$ cat src/rtl/fetch_queue_pkg.sv
`default_nettype none
// ============================================================================
// Module      : fetch_pkg
// Description : Shared types and sizing for the fetch queue.
// Revision    : 1.0 - initial release
// ============================================================================
package fetch_pkg;

    localparam int FQ_XLEN  = 32;
    localparam int FQ_DEPTH = 8;
    localparam int FQ_PTR_W = $clog2(FQ_DEPTH);

    typedef struct packed {
        logic [FQ_XLEN-1:0] pc;
        logic [FQ_XLEN-1:0] instr;
    } fetch_entry_t;

    function automatic fetch_entry_t make_entry(input logic [FQ_XLEN-1:0] pc,
                                                input logic [FQ_XLEN-1:0] instr);
        fetch_entry_t e;
        e.pc    = pc;
        e.instr = instr;
        return e;
    endfunction

endpackage
`default_nettype wire

$ cat src/rtl/fetch_queue_if.sv
`default_nettype none
// ============================================================================
// Module      : fetch_queue_if
// Description : Fetch-side enqueue and decode-side dequeue handshake bundle.
// Revision    : 1.0 - initial release
// ============================================================================
interface fetch_queue_if #(
    parameter int XLEN = 32
) ();

    logic            in_valid;
    logic [XLEN-1:0] in_pc;
    logic [XLEN-1:0] in_instr;
    logic            queue_full;
    logic            out_valid;
    logic [XLEN-1:0] out_pc;
    logic [XLEN-1:0] out_instr;
    logic            out_ready;

    modport master (
        output in_valid, in_pc, in_instr, out_ready,
        input  queue_full, out_valid, out_pc, out_instr
    );

    modport slave (
        input  in_valid, in_pc, in_instr, out_ready,
        output queue_full, out_valid, out_pc, out_instr
    );

endinterface
`default_nettype wire

$ cat src/rtl/fetch_queue_mem.sv
`default_nettype none
// ============================================================================
// Module      : fetch_queue_mem
// Description : DEPTH x WIDTH register array, one write port, async read port.
// Revision    : 1.0 - initial release
// ============================================================================
module fetch_queue_mem
    import fetch_pkg::*;
#(
    parameter int DEPTH = FQ_DEPTH,
    parameter int WIDTH = 2 * FQ_XLEN
) (
    input  logic                     clk,
    input  logic                     wr_en,
    input  logic [$clog2(DEPTH)-1:0] wr_addr,
    input  logic [WIDTH-1:0]         wr_data,
    input  logic [$clog2(DEPTH)-1:0] rd_addr,
    output logic [WIDTH-1:0]         rd_data
);

    // Storage is intentionally left unreset; validity is tracked by the occupancy count.
    logic [WIDTH-1:0] r_mem [DEPTH];

    always_ff @(posedge clk) begin
        if (wr_en) begin
            r_mem[wr_addr] <= wr_data;
        end
    end

    assign rd_data = r_mem[rd_addr];

endmodule
`default_nettype wire

$ cat src/rtl/fetch_queue.sv
`default_nettype none
// ============================================================================
// Module      : fetch_queue
// Description : Circular {pc, instr} FIFO between fetch and decode with flush,
//               full-margin back-pressure and sticky overflow flag.
//               Define FETCHQ_BYPASS_EN for same-cycle empty-queue bypass.
// Revision    : 1.0 - initial release
// ============================================================================
module fetch_queue
    import fetch_pkg::*;
#(
    parameter int DEPTH       = FQ_DEPTH,
    parameter int FULL_MARGIN = 1,
    parameter int XLEN        = FQ_XLEN
) (
    input  logic                   clk,
    input  logic                   reset,
    input  logic                   flush,
    fetch_queue_if.slave           fq,
    output logic [$clog2(DEPTH):0] count,
    output logic                   overflow_err
);

    localparam int PTR_W = $clog2(DEPTH);
    localparam int CNT_W = PTR_W + 1;
    localparam logic [CNT_W-1:0] c_depth      = CNT_W'(DEPTH);
    localparam logic [CNT_W-1:0] c_full_level = CNT_W'(DEPTH - FULL_MARGIN);

    logic [PTR_W-1:0]  r_rd_ptr;
    logic [PTR_W-1:0]  r_wr_ptr;
    logic [CNT_W-1:0]  r_count;
    logic              r_overflow;

    logic              w_mem_valid;
    logic              w_has_room;
    logic              w_deq;
    logic              w_enq;
    logic              w_drop;
    logic              w_write;
    logic [2*XLEN-1:0] w_rd_data;

    fetch_queue_mem #(
        .DEPTH (DEPTH),
        .WIDTH (2 * XLEN)
    ) u_mem (
        .clk     (clk),
        .wr_en   (w_write),
        .wr_addr (r_wr_ptr),
        .wr_data ({fq.in_pc, fq.in_instr}),
        .rd_addr (r_rd_ptr),
        .rd_data (w_rd_data)
    );

    always_comb begin
        w_mem_valid  = (r_count != '0);
        fq.out_valid = w_mem_valid;
        fq.out_pc    = w_rd_data[2*XLEN-1:XLEN];
        fq.out_instr = w_rd_data[XLEN-1:0];
        w_deq        = w_mem_valid && fq.out_ready;
        // A dequeue in the same cycle frees the slot a full queue would otherwise refuse.
        w_has_room   = (r_count < c_depth) || w_deq;
        w_enq        = fq.in_valid && w_has_room;
        w_drop       = fq.in_valid && !w_has_room;
`ifdef FETCHQ_BYPASS_EN
        if (!w_mem_valid && fq.in_valid && !flush) begin
            fq.out_valid = 1'b1;
            fq.out_pc    = fq.in_pc;
            fq.out_instr = fq.in_instr;
            // Consumed straight off the input: nothing is stored.
            if (fq.out_ready) begin
                w_enq = 1'b0;
            end
        end
`endif
        w_write = w_enq && !flush && !reset;
    end

    always_ff @(posedge clk) begin
        if (reset) begin
            r_rd_ptr   <= '0;
            r_wr_ptr   <= '0;
            r_count    <= '0;
            r_overflow <= 1'b0;
        end else if (flush) begin
            r_rd_ptr   <= '0;
            r_wr_ptr   <= '0;
            r_count    <= '0;
        end else begin
            if (w_enq) begin
                r_wr_ptr <= r_wr_ptr + PTR_W'(1);
            end
            if (w_deq) begin
                r_rd_ptr <= r_rd_ptr + PTR_W'(1);
            end
            r_count <= r_count + CNT_W'(w_enq) - CNT_W'(w_deq);
            if (w_drop) begin
                r_overflow <= 1'b1;
            end
        end
    end

    assign fq.queue_full = (r_count >= c_full_level);
    assign count         = r_count;
    assign overflow_err  = r_overflow;

endmodule
`default_nettype wire
$ cat src/flat_wrapper.sv
// flat-port wrapper written by rule: the top's interface ports become plain ports
module fetch_queue_flat import fetch_pkg::*;
#(
    parameter int DEPTH       = FQ_DEPTH,
    parameter int FULL_MARGIN = 1,
    parameter int XLEN        = FQ_XLEN
)
  (clk, reset, flush, count, overflow_err, fq_in_valid, fq_in_pc, fq_in_instr, fq_out_ready, fq_queue_full, fq_out_valid, fq_out_pc, fq_out_instr);
  fetch_queue_if #(.XLEN(XLEN)) fq_i ();
  input  logic clk;
  input  logic reset;
  input  logic flush;
  output logic [$clog2(DEPTH):0] count;
  output logic overflow_err;
  input wire logic [$bits(fq_i.in_valid)-1:0] fq_in_valid;
  input wire logic [$bits(fq_i.in_pc)-1:0] fq_in_pc;
  input wire logic [$bits(fq_i.in_instr)-1:0] fq_in_instr;
  input wire logic [$bits(fq_i.out_ready)-1:0] fq_out_ready;
  output wire logic [$bits(fq_i.queue_full)-1:0] fq_queue_full;
  output wire logic [$bits(fq_i.out_valid)-1:0] fq_out_valid;
  output wire logic [$bits(fq_i.out_pc)-1:0] fq_out_pc;
  output wire logic [$bits(fq_i.out_instr)-1:0] fq_out_instr;
  assign fq_i.in_valid = fq_in_valid;
  assign fq_i.in_pc = fq_in_pc;
  assign fq_i.in_instr = fq_in_instr;
  assign fq_i.out_ready = fq_out_ready;
  assign fq_queue_full = fq_i.queue_full;
  assign fq_out_valid = fq_i.out_valid;
  assign fq_out_pc = fq_i.out_pc;
  assign fq_out_instr = fq_i.out_instr;
  fetch_queue #(.DEPTH(DEPTH), .FULL_MARGIN(FULL_MARGIN), .XLEN(XLEN)) u_core (.clk(clk), .reset(reset), .flush(flush), .fq(fq_i), .count(count), .overflow_err(overflow_err));
endmodule
$ cat config.mk
export PLATFORM = sky130hd
export DESIGN_NAME = fetch_queue_flat
export DESIGN_NICKNAME = d
export VERILOG_FILES = /design/src/rtl/fetch_queue_pkg.sv /design/src/rtl/fetch_queue_if.sv /design/src/rtl/fetch_queue_mem.sv /design/src/rtl/fetch_queue.sv /design/src/flat_wrapper.sv
export SDC_FILE = /design/constraint.sdc
export NUM_CORES = 1
export LEC_CHECK = 0
export ABC_AREA = 1
export CAP_MARGIN = 10
export CORE_MARGIN = 2
export CORE_UTILIZATION = 45
export DETAILED_ROUTE_END_ITERATION = 7
export PLACE_DENSITY = 0.62
export SLEW_MARGIN = 20
export SYNTH_ARGS = -nofsm -noshare
export SYNTH_HDL_FRONTEND = slang
export SYNTH_SLANG_ARGS = --single-unit
$ cat constraint.sdc
create_clock -name clk -period 9.17 [get_ports clk]
set_input_delay 2.2925 -clock clk [delete_from_list [all_inputs] [get_ports clk]]
set_output_delay 2.2925 -clock clk [all_outputs]
set_load 0.01 [all_outputs]
==> flow_metrics.py, run 1 <==
metrics = {
    "global_route": {
        "grt.met1_usage_pct": 25.5,
        "grt_pass1_wl_um": 69500,
        "antenna_found_initial": 0,
        "grt_pass1_vias": 11900,
        "grt_usage_pct": 19.3,
        "busiest_layer": "met2",
        "overflow": 0,
        "grt_use_met2_pct": 32.6,
        "grtUsageMet3_pct": 3.66,
        "grt_max_degree": 111,
    },
    "clocking": {
        "cts-buffers-inserted": 53,
        "postCtsSetupRepairBufs": 0,
        "cts_resized": 0,
        "cts_buffer_depth": 3,
        "path_clk_slew_ns": 0.06,
        "cts_tree": "done",
        "cts-root-buf": "clkbuf_16",
        "worstSkewPairLatency_ns": 0.59,
        "clock_sinks": 526,
        "cts_hold_buf": 0,
        "h-tree-depth": 2,
    },
    "critical_path": {
        "cp.arrival_ns": 3.87,
        "start_kind": "flop",
        "reg2reg_to": "u_core.u_mem.r_mem[3][58]",
        "r2r_slack_ns": 5.82,
        "worst_setup_path_end_kind": "output pin",
        "rr_startpoint": "u_core.count[3]",
        "critPathRequiredTime_ns": 6.88,
        "worstSetupPathType": "flop to output pin",
        "crit_fanout": 74,
        "reg2reg_depth": 10,
    },
    "die": {
        "ioPinCount": 140,
        "die_area_mm2": 0.0470,
        "fp.dieW_um": 217,
        "placeableCoreArea_mm2": 0.0444,
        "fp-row-count": 77,
        "fp.dieH_um": 217,
        "initial_utilization_pct": 45.9,
    },
    "placed_design": {
        "portBuffers": 139,
        "placed_cells": 2189,
        "place_congestion": 0.734,
        "dp_slack_ns": 3.46,
        "hpwl_um": 22700,
        "placed_area_mm2": 0.0222,
    },
    "yosys": {
        "syn_nets": 1616,
        "synth_top_cell_by_area": "edfxtp_1",
        "ys_seq_area_share_pct": 76.8,
        "synth_top_area_share_pct": 75.5,
        "ys_ff_latch": 526,
        "yosysWarnings": 0,
        "synthDistinctLibCells": 25,
        "synthCells": 1539,
        "synth.avg_cell_area_um2": 13.2,
        "synth_area_leaders": "edfxtp_1 (75%), nor2_1 (8.3%), o21ai_0 (6.4%), o22ai_1 (2.0%), a31oi_1 (2.0%)",
        "netlist_area_mm2": 0.0204,
    },
    "min_path": {
        "hp-class": "flop to flop",
        "hold_depth": 1,
        "min_from": "u_core.r_rd_ptr[2]",
    },
    "pwr": {
        "comb_power_share_pct": 15.0,
        "p_per_area_mw_per_mm2": 232,
        "switchingPower_mw": 1.37,
        "pwr-share-clk_pct": 35.8,
        "p_sw_share_pct": 24.8,
        "p_int_mw": 4.15,
        "p_seq_share_pct": 49.1,
        "vdd_ir_drop_max_mv": 0.153,
        "p_leak_nw": 7.72,
    },
    "job": {
        "maxCapViolations": 0,
    },
    "final_layout": {
        "postLayoutCellArea_mm2": 0.0238,
        "num-fill-cells": 3656,
        "seqCellArea_mm2": 0.0157,
        "utilization_pct": 53.5,
        "final_cell_mix": "edfxtp_1 (512), nor2_1 (447), o21ai_0 (261)",
        "fin_nets": 1729,
        "multiInputGateArea_mm2": 0.00419,
        "final_common_cell": "edfxtp_1",
        "final_cells": 2279,
        "syn_to_final_growth_pct": 16.6,
        "drive_gt1_share_pct": 6.23,
    },
    "sta": {
        "fmax_mhz": 162,
        "worst_pin_slew_ns": 1.05,
        "fin_tns_setup_ns": 0,
        "relSlewSlack_pct": 30.2,
        "hold_violations": 0,
        "period_needed_ns": 6.16,
        "clock_skew_ns": 0.0138,
        "setup_viol": 0,
        "rsz0062_at_grt": "false",
        "finalCritPeriodShare_pct": 67.2,
        "fin_ws_ns": 3.01,
        "drv_slew": 0,
    },
    "routing": {
        "first_pass_iters": 5,
        "routedWlPerCell_um": 19.9,
        "ant_nets": 0,
        "vias": 12300,
        "drt_iter0_drc": 1079,
        "vias_per_cell": 5.40,
        "wirelength_um": 45400,
        "drcViolationCount": 0,
    },
    "outcome": {
        "run_status": "completed",
    },
}
[metal layers]
metal  up-vias  part of all wire, %
met1      6088                   44
met5         -                    0
li1       5842                    -
met2       327                   49
met3        58                  5.4
met4         0                  2.2
[per-stage QoR]
stage                     hold WS, ns  total power [mW]
after detailed placement        0.433              3.60
after CTS                       0.450              5.57
after global placement          0.438              3.59
after global routing            0.466              5.74
after floorplan                 0.412              3.23
final                           0.449              5.52
[area by class of cell]
type / instances / share of cell area (%)
diodes: 1 / 0.0105
repair buffers: 157 / 6.44
well taps: 592 / 3.12
multi-input cells: 895 / 17.7
flip-flops and latches: 526 / 65.9
clock inverters: 24 / 0.753
inverters: 19 / 0.342
clock buffers: 65 / 5.77
[worst max-delay path, stage by stage, from the launching register on]
cell and delay, ns:
dfxtp_4 0.47, inv_4 0.65, buf_4 0.68, o21ai_0 0.19, o22ai_1 0.15, nor2_1 0.06, a31oi_1 0.40, clkdlybuf4s50_1 0.63
[registers in the layout, summed over array words and instances (netlist names), named ones only]
register and flops:
u_core.u_mem.r_mem 512, u_core.r_wr_ptr 3, u_core.r_rd_ptr 3, u_core.overflow_err 1
u_core.count 4
[cells by family after synthesis]
family,count (synthesis),share of synthesized area [%]
xor gates and xnor gates,1,0.0430
AOI/OAI and AO/OA,398,10.6
buffers and inverters,118,2.84
adders and majority gates,8,0.528
and+or+nand+nor,488,9.18
DFF,526,76.8
[worst max path at each step]
stage,end,depth (start not counted)
after floorplan,u_core.u_mem.r_mem[6][0],6
after global placement,u_core.u_mem.r_mem[3][59],5
after detailed placement,u_core.u_mem.r_mem[3][61],5
after CTS,fq_out_pc[24],7
after global routing,fq_out_instr[4],7
final,fq_out_pc[24],7
[power groups by stage]
stage | combinational [mW] | sequential [mW] | clock, mW
4_1_cts | 0.843 | 2.71 | 2.02
3_3_place_gp | 0.829 | 2.76 | 0
6_report | 0.830 | 2.71 | 1.98
3_5_place_dp | 0.838 | 2.76 | 0
5_1_grt | 0.920 | 2.71 | 2.11
2_1_floorplan | 0.492 | 2.74 | 0
[synth_stat cells (all sizes together)]
library cell,number
a21oi,8
a31oi,64
buf,48
clkbuf,51
dfxtp,14
edfxtp,512
fa,1
ha,7
inv,19
nand2,16
nand3,5
nand4,1
nor2,463
nor3,3
o21ai,261
o22ai,65
xor2,1
Power figures use the tool's default switching activity.
==> run 2: changes to the inputs <==
--- a/config.mk
+++ b/config.mk
@@ -10,7 +10,7 @@
 export CORE_MARGIN = 2
 export CORE_UTILIZATION = 45
 export DETAILED_ROUTE_END_ITERATION = 7
-export PLACE_DENSITY = 0.62
+export PLACE_DENSITY = 0.64
 export SLEW_MARGIN = 20
 export SYNTH_ARGS = -nofsm -noshare
 export SYNTH_HDL_FRONTEND = slang
==> constraint.sdc (replaced) <==
create_clock -name clk -period 5.01 [get_ports clk]
set_input_delay 1.2525 -clock clk [delete_from_list [all_inputs] [get_ports clk]]
set_output_delay 1.2525 -clock clk [all_outputs]
set_load 0.01 [all_outputs]
==> flow_metrics.py, run 2 (synthesized netlist as in run 1, its figures left out) <==
metrics = {
    "clocking": {
        "cts_hold_buf": 0,
        "cts-buffers-inserted": 53,
        "h-tree-depth": 2,
        "cts_tree": "done",
        "cts_buffer_depth": 3,
        "postCtsSetupRepairBufs": 0,
        "worstSkewPairLatency_ns": 0.59,
        "clock_sinks": 526,
        "cts_resized": 0,
        "cts-root-buf": "clkbuf_16",
        "path_clk_slew_ns": 0.06,
    },
    "critical_path": {
        "crit_fanout": 256,
        "worst_setup_path_end_kind": "output pin",
        "cp.arrival_ns": 3.39,
        "critPathRequiredTime_ns": 3.76,
        "start_kind": "flop",
        "worstSetupPathType": "flop to output pin",
    },
    "final_layout": {
        "largest-register": "u_core.u_mem.r_mem",
        "syn_to_final_growth_pct": 17.6,
        "utilization_pct": 54.0,
        "final_common_cell": "edfxtp_1",
        "drive_gt1_share_pct": 6.89,
        "final_cell_mix": "edfxtp_1 (512), nor2_1 (447), o21ai_0 (261)",
        "fin_nets": 1739,
        "postLayoutCellArea_mm2": 0.0240,
        "largest_register_ffs": 512,
    },
    "die": {
        "initial_utilization_pct": 45.9,
        "fp.dieH_um": 217,
        "ioPinCount": 140,
        "fp.dieW_um": 217,
        "fp-row-count": 77,
        "placeableCoreArea_mm2": 0.0444,
        "die_area_mm2": 0.0470,
    },
    "global_route": {
        "overflow": 0,
        "grt_pass1_wl_um": 69800,
        "grt_max_degree": 257,
        "grt_pass1_vias": 12300,
        "grt_usage_pct": 19.2,
        "antenna_found_initial": 2,
    },
    "routing": {
        "vias": 12300,
        "vias_per_cell": 5.37,
        "drt_iter0_drc": 1060,
        "wirelength_um": 45200,
        "routedWlPerCell_um": 19.7,
        "drcViolationCount": 0,
        "first_pass_iters": 4,
        "ant_nets": 0,
    },
    "pwr": {
        "vdd_ir_drop_max_mv": 0.267,
        "p_leak_nw": 7.81,
        "p_per_area_mw_per_mm2": 422,
    },
    "outcome": {
        "run_status": "completed",
    },
    "sta": {
        "finalCritPeriodShare_pct": 92.7,
        "hold_violations": 0,
        "worst_pin_slew_ns": 1.41,
        "clock_skew_ns": 0.0170,
        "fin_tns_setup_ns": 0,
        "rsz0062_at_grt": "false",
        "whs_ns": 0.455,
        "setup_viol": 0,
        "drv_slew": 0,
        "period_needed_ns": 4.64,
        "fmax_mhz": 215,
        "relSlewSlack_pct": 5.87,
    },
    "min_path": {
        "hp-class": "flop to flop",
    },
    "placed_design": {
        "hpwl_um": 22400,
        "placed_area_mm2": 0.0224,
        "portBuffers": 139,
        "place_congestion": 0.737,
    },
    "job": {
        "maxCapViolations": 0,
    },
}
==> run 2: metal layers <==
layer / wire length, µm / vias up / track usage [%]
met4: 773 / 2 / 5.18
met1: 19900 / 6088 / 25.3
met3: 2510 / 56 / 3.98
li1: - / 5865 / -
met2: 21900 / 276 / 32.5
met5: 12 / - / 0
==> run 2: report_power, final <==
group | internal (mW) | total [mW] | switching (mW)
clock network | 2.04 | 3.60 | 1.56
logic | 0.650 | 1.57 | 0.915
registers | 4.89 | 4.94 | 0.0464
==> run 2: cell type report <==
type	count	area, µm²
tap	592	741
clock buffer	70	1430
sequential	526	15700
timing repair buffer	167	1730
fill	3703	20400
multi-input combinational	895	4190
inverter	19	81.3
clock inverter	20	126
antenna	1	2.50
==> run 2: path summary, 6_finish.rpt <==
check                                                  to  cells after the start                from  slack (ns)
worst max-delay path                        fq_out_pc[22]                      6                flop        0.37
worst max register to register  u_core.u_mem.r_mem[0][34]                     10     u_core.count[2]        2.27
worst min-delay path                                 flop                      1  u_core.r_rd_ptr[2]        0.45
worst min register to register                       flop                      1  u_core.r_rd_ptr[2]        0.45
==> run 2: critical path, cell delays in order, from the launching register on <==
cell             delay [ns]
dfxtp_4                0.38
buf_12                 0.53
o21ai_0                0.24
o22ai_1                0.21
nor2_1                 0.05
a31oi_1                0.33
clkdlybuf4s50_1        0.63
==> run 2: stage by stage <==
step                      instances  worst slack (ns)  power [mW]
final                          2290             0.365        10.1
after CTS                      2289             0.480        10.2
after detailed placement       2199              1.12        6.61
after floorplan                1539             -1.63        5.92
after global routing           2290             0.261        10.5
after global placement         2199              1.11        6.59
